**config.mk**
```make
export PLATFORM = sky130hd
export DESIGN_NAME = t_pcm_flat
export DESIGN_NICKNAME = d
export VERILOG_FILES = /design/src/rtl/pcm_pkg.sv /design/src/rtl/t_pcm_if.sv /design/src/rtl/pcm_compress.sv /design/src/rtl/t_pcm.sv /design/src/flat_wrapper.sv
export SDC_FILE = /design/constraint.sdc
export NUM_CORES = 1
export LEC_CHECK = 0
export ABC_CLOCK_PERIOD_IN_PS = 1800
export CAP_MARGIN = 20
export CORE_MARGIN = 5
export CORE_UTILIZATION = 47
export CTS_CLUSTER_DIAMETER = 50
export DETAILED_ROUTE_END_ITERATION = 10
export PLACE_DENSITY_LB_ADDON = 0.25
export SLEW_MARGIN = 40
export SYNTH_ARGS = -nofsm -noshare
export SYNTH_HDL_FRONTEND = slang
export SYNTH_SLANG_ARGS = --single-unit
```
**constraint.sdc**
```tcl
create_clock -name clk -period 1.8 [get_ports clk]
set_input_delay 0.18 -clock clk [delete_from_list [all_inputs] [get_ports clk]]
set_output_delay 0.18 -clock clk [all_outputs]
set_load 0.1 [all_outputs]
```
**src/rtl/pcm_pkg.sv**
```systemverilog
// Shared widths and FSM state type for the transmit-side PCM compressor/serialiser.
package pcm_pkg;

    localparam int PCM_LIN_W   = 13;
    localparam int PCM_CODE_W  = 8;
    localparam int PCM_SEG_W   = 3;
    localparam int PCM_QUANT_W = 4;

    typedef enum logic {
        IDLE  = 1'b0,
        SHIFT = 1'b1
    } pcm_state_e;

endpackage

```
**src/rtl/t_pcm_if.sv**
```systemverilog
// Sample handshake between the linear sample source and the PCM transmitter.
interface t_pcm_if;
    import pcm_pkg::*;

    logic [PCM_LIN_W-1:0] s_data;
    logic                 s_valid;
    logic                 s_ready;

    modport master (output s_data, output s_valid, input s_ready);
    modport slave  (input s_data, input s_valid, output s_ready);

endinterface

```
**src/rtl/pcm_compress.sv**
```systemverilog
// Combinational 13-bit sign-magnitude to 8-bit segmented code compressor.
// Exact inverse of the 8->13 expander: truncates below quant, no even-bit inversion.
module pcm_compress
    import pcm_pkg::*;
(
    input  logic [PCM_LIN_W-1:0]  lin,
    output logic [PCM_CODE_W-1:0] code
);

    logic [PCM_LIN_W-2:0]   mag;
    logic [PCM_SEG_W-1:0]   seg;
    logic [PCM_QUANT_W-1:0] quant;

    assign mag = lin[PCM_LIN_W-2:0];

    // Ascending scan: the highest set bit in 11..5 wins and sets the segment.
    always_comb begin
        seg   = '0;
        quant = mag[4:1];
        for (int p = 5; p < PCM_LIN_W - 1; p++) begin
            if (mag[p]) begin
                seg   = PCM_SEG_W'(p - 4);
                quant = PCM_QUANT_W'(mag >> (p - 4));
            end
        end
    end

    assign code = {lin[PCM_LIN_W-1], seg, quant};

endmodule

```
**src/rtl/t_pcm.sv**
```systemverilog
// PCM transmitter: one-entry sample buffer, compressor, and MSB-first serialiser
// with frame sync on bit 7. Frames run back to back whenever the buffer is refilled in time.
module t_pcm
    import pcm_pkg::*;
#(
    parameter int CLK_DIV = 4
)(
    input  logic                  clk,
    input  logic                  rst_n,
    t_pcm_if.slave                s,
    output logic [PCM_CODE_W-1:0] code_out,
    output logic                  pcm_sdo,
    output logic                  pcm_fs,
    output logic                  busy
);

    localparam int               DIV_W    = $clog2(CLK_DIV);
    localparam logic [DIV_W-1:0] DIV_LAST = DIV_W'(CLK_DIV - 1);

    pcm_state_e            state, state_nxt;
    logic [DIV_W-1:0]      div_cnt, div_nxt;
    logic [2:0]            bit_cnt, bit_nxt;
    logic [PCM_CODE_W-1:0] shreg, shreg_nxt;
    logic [PCM_CODE_W-1:0] code_nxt;
    logic                  sdo_nxt, fs_nxt, busy_nxt;
    logic                  buf_full;
    logic [PCM_CODE_W-1:0] buf_code;
    logic [PCM_CODE_W-1:0] enc_code;
    logic                  accept;
    logic                  load;

    pcm_compress u_compress (
        .lin  (s.s_data),
        .code (enc_code)
    );

    // s_ready comes straight from the buffer flag, so a load and an accept never share an edge.
    assign s.s_ready = !buf_full;
    assign accept    = s.s_valid && !buf_full;

    always_ff @(posedge clk or negedge rst_n) begin
        if (!rst_n) begin
            buf_full <= 1'b0;
        end else if (load) begin
            buf_full <= 1'b0;
        end else if (accept) begin
            buf_full <= 1'b1;
        end
    end

    always_ff @(posedge clk) begin
        if (accept) begin
            buf_code <= enc_code;
        end
    end

    always_comb begin
        state_nxt = state;
        div_nxt   = div_cnt;
        bit_nxt   = bit_cnt;
        shreg_nxt = shreg;
        code_nxt  = code_out;
        sdo_nxt   = pcm_sdo;
        fs_nxt    = pcm_fs;
        busy_nxt  = busy;
        load      = 1'b0;

        case (state)
            IDLE: begin
                if (buf_full) begin
                    load = 1'b1;
                end
            end
            SHIFT: begin
                if (div_cnt == DIV_LAST) begin
                    if (bit_cnt == 3'd0) begin
                        if (buf_full) begin
                            load = 1'b1;
                        end else begin
                            state_nxt = IDLE;
                            div_nxt   = '0;
                            sdo_nxt   = 1'b0;
                            fs_nxt    = 1'b0;
                            busy_nxt  = 1'b0;
                        end
                    end else begin
                        div_nxt = '0;
                        bit_nxt = bit_cnt - 3'd1;
                        sdo_nxt = shreg[bit_cnt - 3'd1];
                        fs_nxt  = 1'b0;
                    end
                end else begin
                    div_nxt = div_cnt + 1'b1;
                end
            end
            default: begin
                state_nxt = IDLE;
            end
        endcase

        // A load from either state starts a fresh frame with bit 7 already on the line.
        if (load) begin
            state_nxt = SHIFT;
            div_nxt   = '0;
            bit_nxt   = 3'd7;
            shreg_nxt = buf_code;
            code_nxt  = buf_code;
            sdo_nxt   = buf_code[PCM_CODE_W-1];
            fs_nxt    = 1'b1;
            busy_nxt  = 1'b1;
        end
    end

    always_ff @(posedge clk or negedge rst_n) begin
        if (!rst_n) begin
            state    <= IDLE;
            div_cnt  <= '0;
            bit_cnt  <= 3'd0;
            code_out <= '0;
            pcm_sdo  <= 1'b0;
            pcm_fs   <= 1'b0;
            busy     <= 1'b0;
        end else begin
            state    <= state_nxt;
            div_cnt  <= div_nxt;
            bit_cnt  <= bit_nxt;
            code_out <= code_nxt;
            pcm_sdo  <= sdo_nxt;
            pcm_fs   <= fs_nxt;
            busy     <= busy_nxt;
        end
    end

    always_ff @(posedge clk) begin
        shreg <= shreg_nxt;
    end

endmodule
```
**src/flat_wrapper.sv**
```systemverilog
// flat-port wrapper written by rule: the top's interface ports become plain ports
module t_pcm_flat import pcm_pkg::*;
#(
    parameter int CLK_DIV = 4
)
  (clk, rst_n, code_out, pcm_sdo, pcm_fs, busy, s_s_data, s_s_valid, s_s_ready);
  t_pcm_if s_i ();
  input  logic clk;
  input  logic rst_n;
  output logic [PCM_CODE_W-1:0] code_out;
  output logic pcm_sdo;
  output logic pcm_fs;
  output logic busy;
  input wire logic [$bits(s_i.s_data)-1:0] s_s_data;
  input wire logic [$bits(s_i.s_valid)-1:0] s_s_valid;
  output wire logic [$bits(s_i.s_ready)-1:0] s_s_ready;
  assign s_i.s_data = s_s_data;
  assign s_i.s_valid = s_s_valid;
  assign s_s_ready = s_i.s_ready;
  t_pcm #(.CLK_DIV(CLK_DIV)) u_core (.clk(clk), .rst_n(rst_n), .s(s_i), .code_out(code_out), .pcm_sdo(pcm_sdo), .pcm_fs(pcm_fs), .busy(busy));
endmodule
```
# After elaboration in Yosys (flattened, before gate mapping)
# Index checks and enable logic that the tools add are counted.
[op_classes] n_mux=46 n_reduce_logical=13 order_cmp=1 n_eq_ne=5 n_bitwise=1 addsub=2
[ops] op="1-bit two-way mux" n=25
[ops] op="4-bit two-way mux" n=6
[ops] op="3-bit two-way mux" n=6
[ops] op="2-bit two-way mux" n=7
[ops] op="2-bit nonzero test" n=4
[ops] op="3-bit AND reduction" n=2
[ops] op="3-bit by 4-bit less-than comparator with 1-bit output (second input constant)" n=1
[ops] op="4-bit inequality test (second input constant)" n=1
[ops] op="4-bit AND reduction" n=1
[ops] op="4-bit OR reduction" n=1
[ops] op="1-bit binary-select mux with 3-bit select" n=1
[ops] op="3-bit zero test" n=1
[ops] op="3-bit inequality test (second input constant)" n=1
[ops] op="3-bit by 1-bit subtractor with 3-bit output (second input constant)" n=1
[ops] op="2-bit by 1-bit adder with 2-bit output (second input constant)" n=1
[ops] op="2-bit equality test (second input constant)" n=1
[ops] op="2-bit by 1-bit inequality test with 1-bit output (second input constant)" n=1
[ops] op="2-bit inequality test (second input constant)" n=1
[ops] op="1-bit one-hot mux with 2 select lines" n=1
[ops] op="2-bit AND reduction" n=1
[ops] op="2-bit OR reduction" n=1
[ops] op="1-bit logical AND" n=1
[ops] op="1-bit zero test" n=1
[ops] op="1-bit inverter" n=1
[totals] out_inout_bits=12 elab_cells=81 in_bits=16 reg_bits=34

# Depth between registers and ports, before layout
[depth] word_depth=7 depth_mapped=9 mapped_depth_nobuf=7

# Modules after synthesis
# Synthesis repeated with hierarchy kept, for this count alone.
[hier_totals] cells_unflattened=148 hier_area_um2=1736.7
[by_module_without_submodules] module="t_pcm" n_inst=1 seq_area_each_um2=930.9 area_each_um2=1400.1 cells_each=96
[by_module_without_submodules] module="pcm_compress" n_inst=1 seq_area_each_um2=0.0 area_each_um2=336.6 cells_each=52

# Worst setup path before layout
# Ideal clock, no wire load.
[synth_timing] path_type="reg-to-reg" from="register u_core.bit_cnt[0]" to="register u_core.code_out[3]" setup_ns=0.126 slack_ns=-0.065 path_buffers=2 synth_period_minus_slack_ns=1.865 required_time_ns=1.674 arrival_time_ns=1.738 stages_incl_launch_ff=9 cell_sequence="dfrtp_1 -> buf_2 -> inv_1 -> ha_1 -> ha_1 -> a21bo_2 -> and2_4 -> buf_6 -> mux2_4"
[synth_via] elab_chain_len=4
[synth_rtl] item="start, declared" line="t_pcm.sv:22" rtl="logic [2:0] bit_cnt, bit_nxt;"
[synth_rtl] item="start signal, assigned" line="t_pcm.sv:126" rtl="bit_cnt <= bit_nxt;"
[synth_rtl] item="3-bit zero test" line="t_pcm.sv:76" rtl="if (bit_cnt == 3'd0) begin"
[synth_rtl] item="1-bit two-way mux" line="t_pcm.sv:76"
[synth_rtl] item="1-bit two-way mux" line="t_pcm.sv:75" rtl="if (div_cnt == DIV_LAST) begin"
[synth_rtl] item="1-bit one-hot mux with 2 select lines" line="t_pcm.sv:68" rtl="case (state)"
[synth_rtl] item="end signal, assigned" line="t_pcm.sv:127" rtl="code_out <= code_nxt;"
[synth_rtl] item="end, declared" line="t_pcm.sv:11" rtl="output logic [PCM_CODE_W-1:0] code_out,"
# No other way between the ends.
# A chain may end at the register's enable or synchronous reset.

# Worst setup path after layout
[layout_timing] from="register u_core.bit_cnt[1]" to="register u_core.code_out[1]"
# The elaborated chain is that of the path after synthesis.

==> reports/metrics.yaml <==
clock_network:
  clockRootBuffer: "clkbuf_4"
  cts_buffer_depth: 2
  clock-sinks: 34
  clkSlewWorstSetupHoldPaths_ns: 0.11
  insertion_delay_ns: 0.33
  cts_tree: "yes"
  cts-htree-levels: 2
  cts_made_buffers: 5
  hold_buffers: 0
timing:
  setup_tns_ns: 0
  rsz0062_at_grt: "no"
  post-route-period-util: 0.931
  worstMarginPinSlew_ns: 0.411
  fin_ws_ns: 0.125
  finClkSkew_ns: 0.0177
  setup_violations: 0
  hold_viol: 0
  slew_headroom: 0.719
  fin_crit_ns: 1.68
  max_freq_ghz: 0.597
  slew_violations: 0
floorplanning:
  die_y_microns: 69.0
  core_area_sq_mm: 0.00336
  pin_count: 28
  floorplan.initialDensity: 0.487
  fp.dieArea_sq_mm: 0.00477
  die_w_microns: 69.0
  rows: 21
cells_and_area:
  fin_area_sq_mm: 0.00202
  syn2layout_area_growth_pct: 23.1
  drive_above_1_share: 0.232
  nFillCells: 319
  multi_input_area_sq_um: 639
  diodes: 0
  seqCellArea_sq_um: 931
  stdcell_count: 227
  fin_nets: 199
global_route:
  grt_pass1_wl_mm: 5.57
  grt_usage: 0.145
  grt_pass1_vias: 1263
  antenna_found_initial: 0
  overflow: 0
  grt_max_degree: 21
worst_setup_path:
  cp_data_arrival_time_ns: 1.90
  crit_required_ns: 2.02
  crit_fanout: 10
  critPathMaxStageDelay_ns: 0.39
  cp_num_buf_inv: 1
  crit_path_end_kind: "flop"
  crit_chain: "inv_1, ha_1, ha_2, a21bo_2, and2_4, mux2_2"
  critPathTopFamily: "flip-flops"
  start_kind: "flop"
  crit_slowest_cell: "dfrtp_1"
  setup.worst_path.class: "flop to flop"
detailed_routing:
  drtIter0Drc: 37
  dr.pass1.iters: 4
  drc: 0
  wl_mm: 3.22
  ant_nets: 0
  dr_total_vias: 1192
  routed_via_density: 5.25
  wire_per_inst_microns: 14.2
place:
  placed_area_sq_mm: 0.00196
  place_ws_ns: 0.0244
  io_buffers: 26
  placed_cells: 218
  hpwl_mm: 2.42
  gp_congestion: 0.878
synthesis:
  ys_warn_count: 0
  yosysUniqueCellTypes: 35
  syn_avg_cell_area_sq_um: 11.2
  synth-edff-count: 16
  synth.ff_latch_count: 34
  ys_async_sr_fraction: 0.529
  syn_area_sq_mm: 0.00164
  syn_inst: 146
  seq_area_frac_synth: 0.568
  synth_ff_type: "dfrtp_1"
  syn-num-nets: 165
power:
  p_leak_nw: 0.841
  powerDensity_mw_per_mm2: 1590
  ir_drop_mv: 0.634
hold_path:
  worstHoldPathType: "primary input to async pin"
flow_run:
  drv_cap: 0
run_status:
  status: "finished clean"
==> kinds of logic after synthesis <==
kind of cell    count (synthesis)  synth area share
compound gates                 34             0.130
fa+ha+maj                       3            0.0229
buf+inv                        16            0.0474
flops                          34             0.568
mux                            13            0.0955
simple gates                   46             0.136
==> what timing repair did <==
action | 4_1_cts | 5_1_grt
gates resized for setup | 0 | 0
setup buffers | 0 | 0
endpoints found under the setup margin | 0 | 2
==> state kept, by name, summed over array words and instances, names as in the netlist <==
| name | flops |
|---|---|
| u_core.pcm_sdo | 1 |
| u_core.pcm_fs | 1 |
| u_core.shreg | 8 |
| u_core.bit_cnt | 3 |
| u_core.buf_code | 8 |
| u_core.buf_full | 1 |
| u_core.code_out | 8 |
| u_core.busy | 1 |
| u_core.div_cnt | 2 |
| u_core.state | 1 |
==> per-stage QoR <==
stage	hold slack [ns]	total power, mW	util
3_5_place_dp	0.435	2.84	0.582
5_1_grt	0.169	3.37	0.599
3_3_place_gp	0.434	2.79	0.582
4_1_cts	0.164	3.23	0.597
2_1_floorplan	-0.116	2.46	-
6_report	0.162	3.20	0.599
==> final timing paths <==
| path | slack [ns] | cells past startpoint | to | from |
|---|---|---|---|---|
| worst max register to register | 0.12 | 6 | u_core.code_out[1]$_DFFE_PN0P_ | u_core.bit_cnt[1]$_DFFE_PN0P_ |
| worst max-delay path | 0.12 | 6 | u_core.code_out[1]$_DFFE_PN0P_ | u_core.bit_cnt[1]$_DFFE_PN0P_ |
| max in group asynchronous | 1.42 | 2 | u_core.code_out[5]$_DFFE_PN0P_ | rst_n |
| worst min register to register | 0.46 | 0 | u_core.shreg[7]$_DFFE_PP_ | u_core.buf_code[7]$_DFFE_PP_ |
| min in group clk | 0.42 | 3 | u_core.buf_full$_DFFE_PN0P_ | s_s_valid |
| worst min-delay path | 0.16 | 2 | u_core.bit_cnt[1]$_DFFE_PN0P_ | rst_n |
==> power by group <==
group	internal, mW	switching [mW]	leakage (nW)
combinational	0.499	1.21	0.458
clock	0.149	0.244	0.0320
sequential	0.993	0.103	0.351
==> cell usage after synthesis, types with 3 or more instances <==
master	n	area (sq um)
ha_1	3	37.5
a21oi_1	11	55.1
nor2_1	18	67.6
nand2_1	11	41.3
inv_1	8	30.0
dfrtp_1	18	450
o21ai_0	8	40.0
mux2i_1	4	40.0
nand3_1	3	15.0
edfxtp_1	16	480
nor3b_1	3	22.5
mux2_2	5	56.3
mux2_4	4	60.1
nor2b_1	3	18.8
clkbuf_1	4	15.0
==> final cells by class <==
class | count | share of cell area
clock buffers | 6 | 0.0205
clock inverters | 2 | 0.00497
inverters | 8 | 0.0168
multi-input cells | 97 | 0.317
flip-flops and latches | 34 | 0.462
well taps | 46 | 0.0286
repair buffers | 34 | 0.150
==> routing by layer <==
layer | up-vias | share of wire | global-route usage | wire, microns
li1 | 589 | - | - | -
met1 | 572 | 0.40 | 0.154 | 1280
met2 | 26 | 0.54 | 0.260 | 1740
met3 | 5 | 0.041 | 0.0422 | 131
met4 | 0 | 0.021 | 0.0716 | 66
met5 | - | 0 | 0 | 0
==> layout by cell type (no fill, tap or decap), types with 7 or more instances in the layout <==
cell / n
buf_4: 19
nor2_1: 18
dfrtp_1: 18
edfxtp_1: 16
clkdlybuf4s50_1: 14
nand2_1: 11
a21oi_1: 11
o21ai_0: 8
inv_1: 7
No activity file was read; power rests on OpenSTA's default activity.
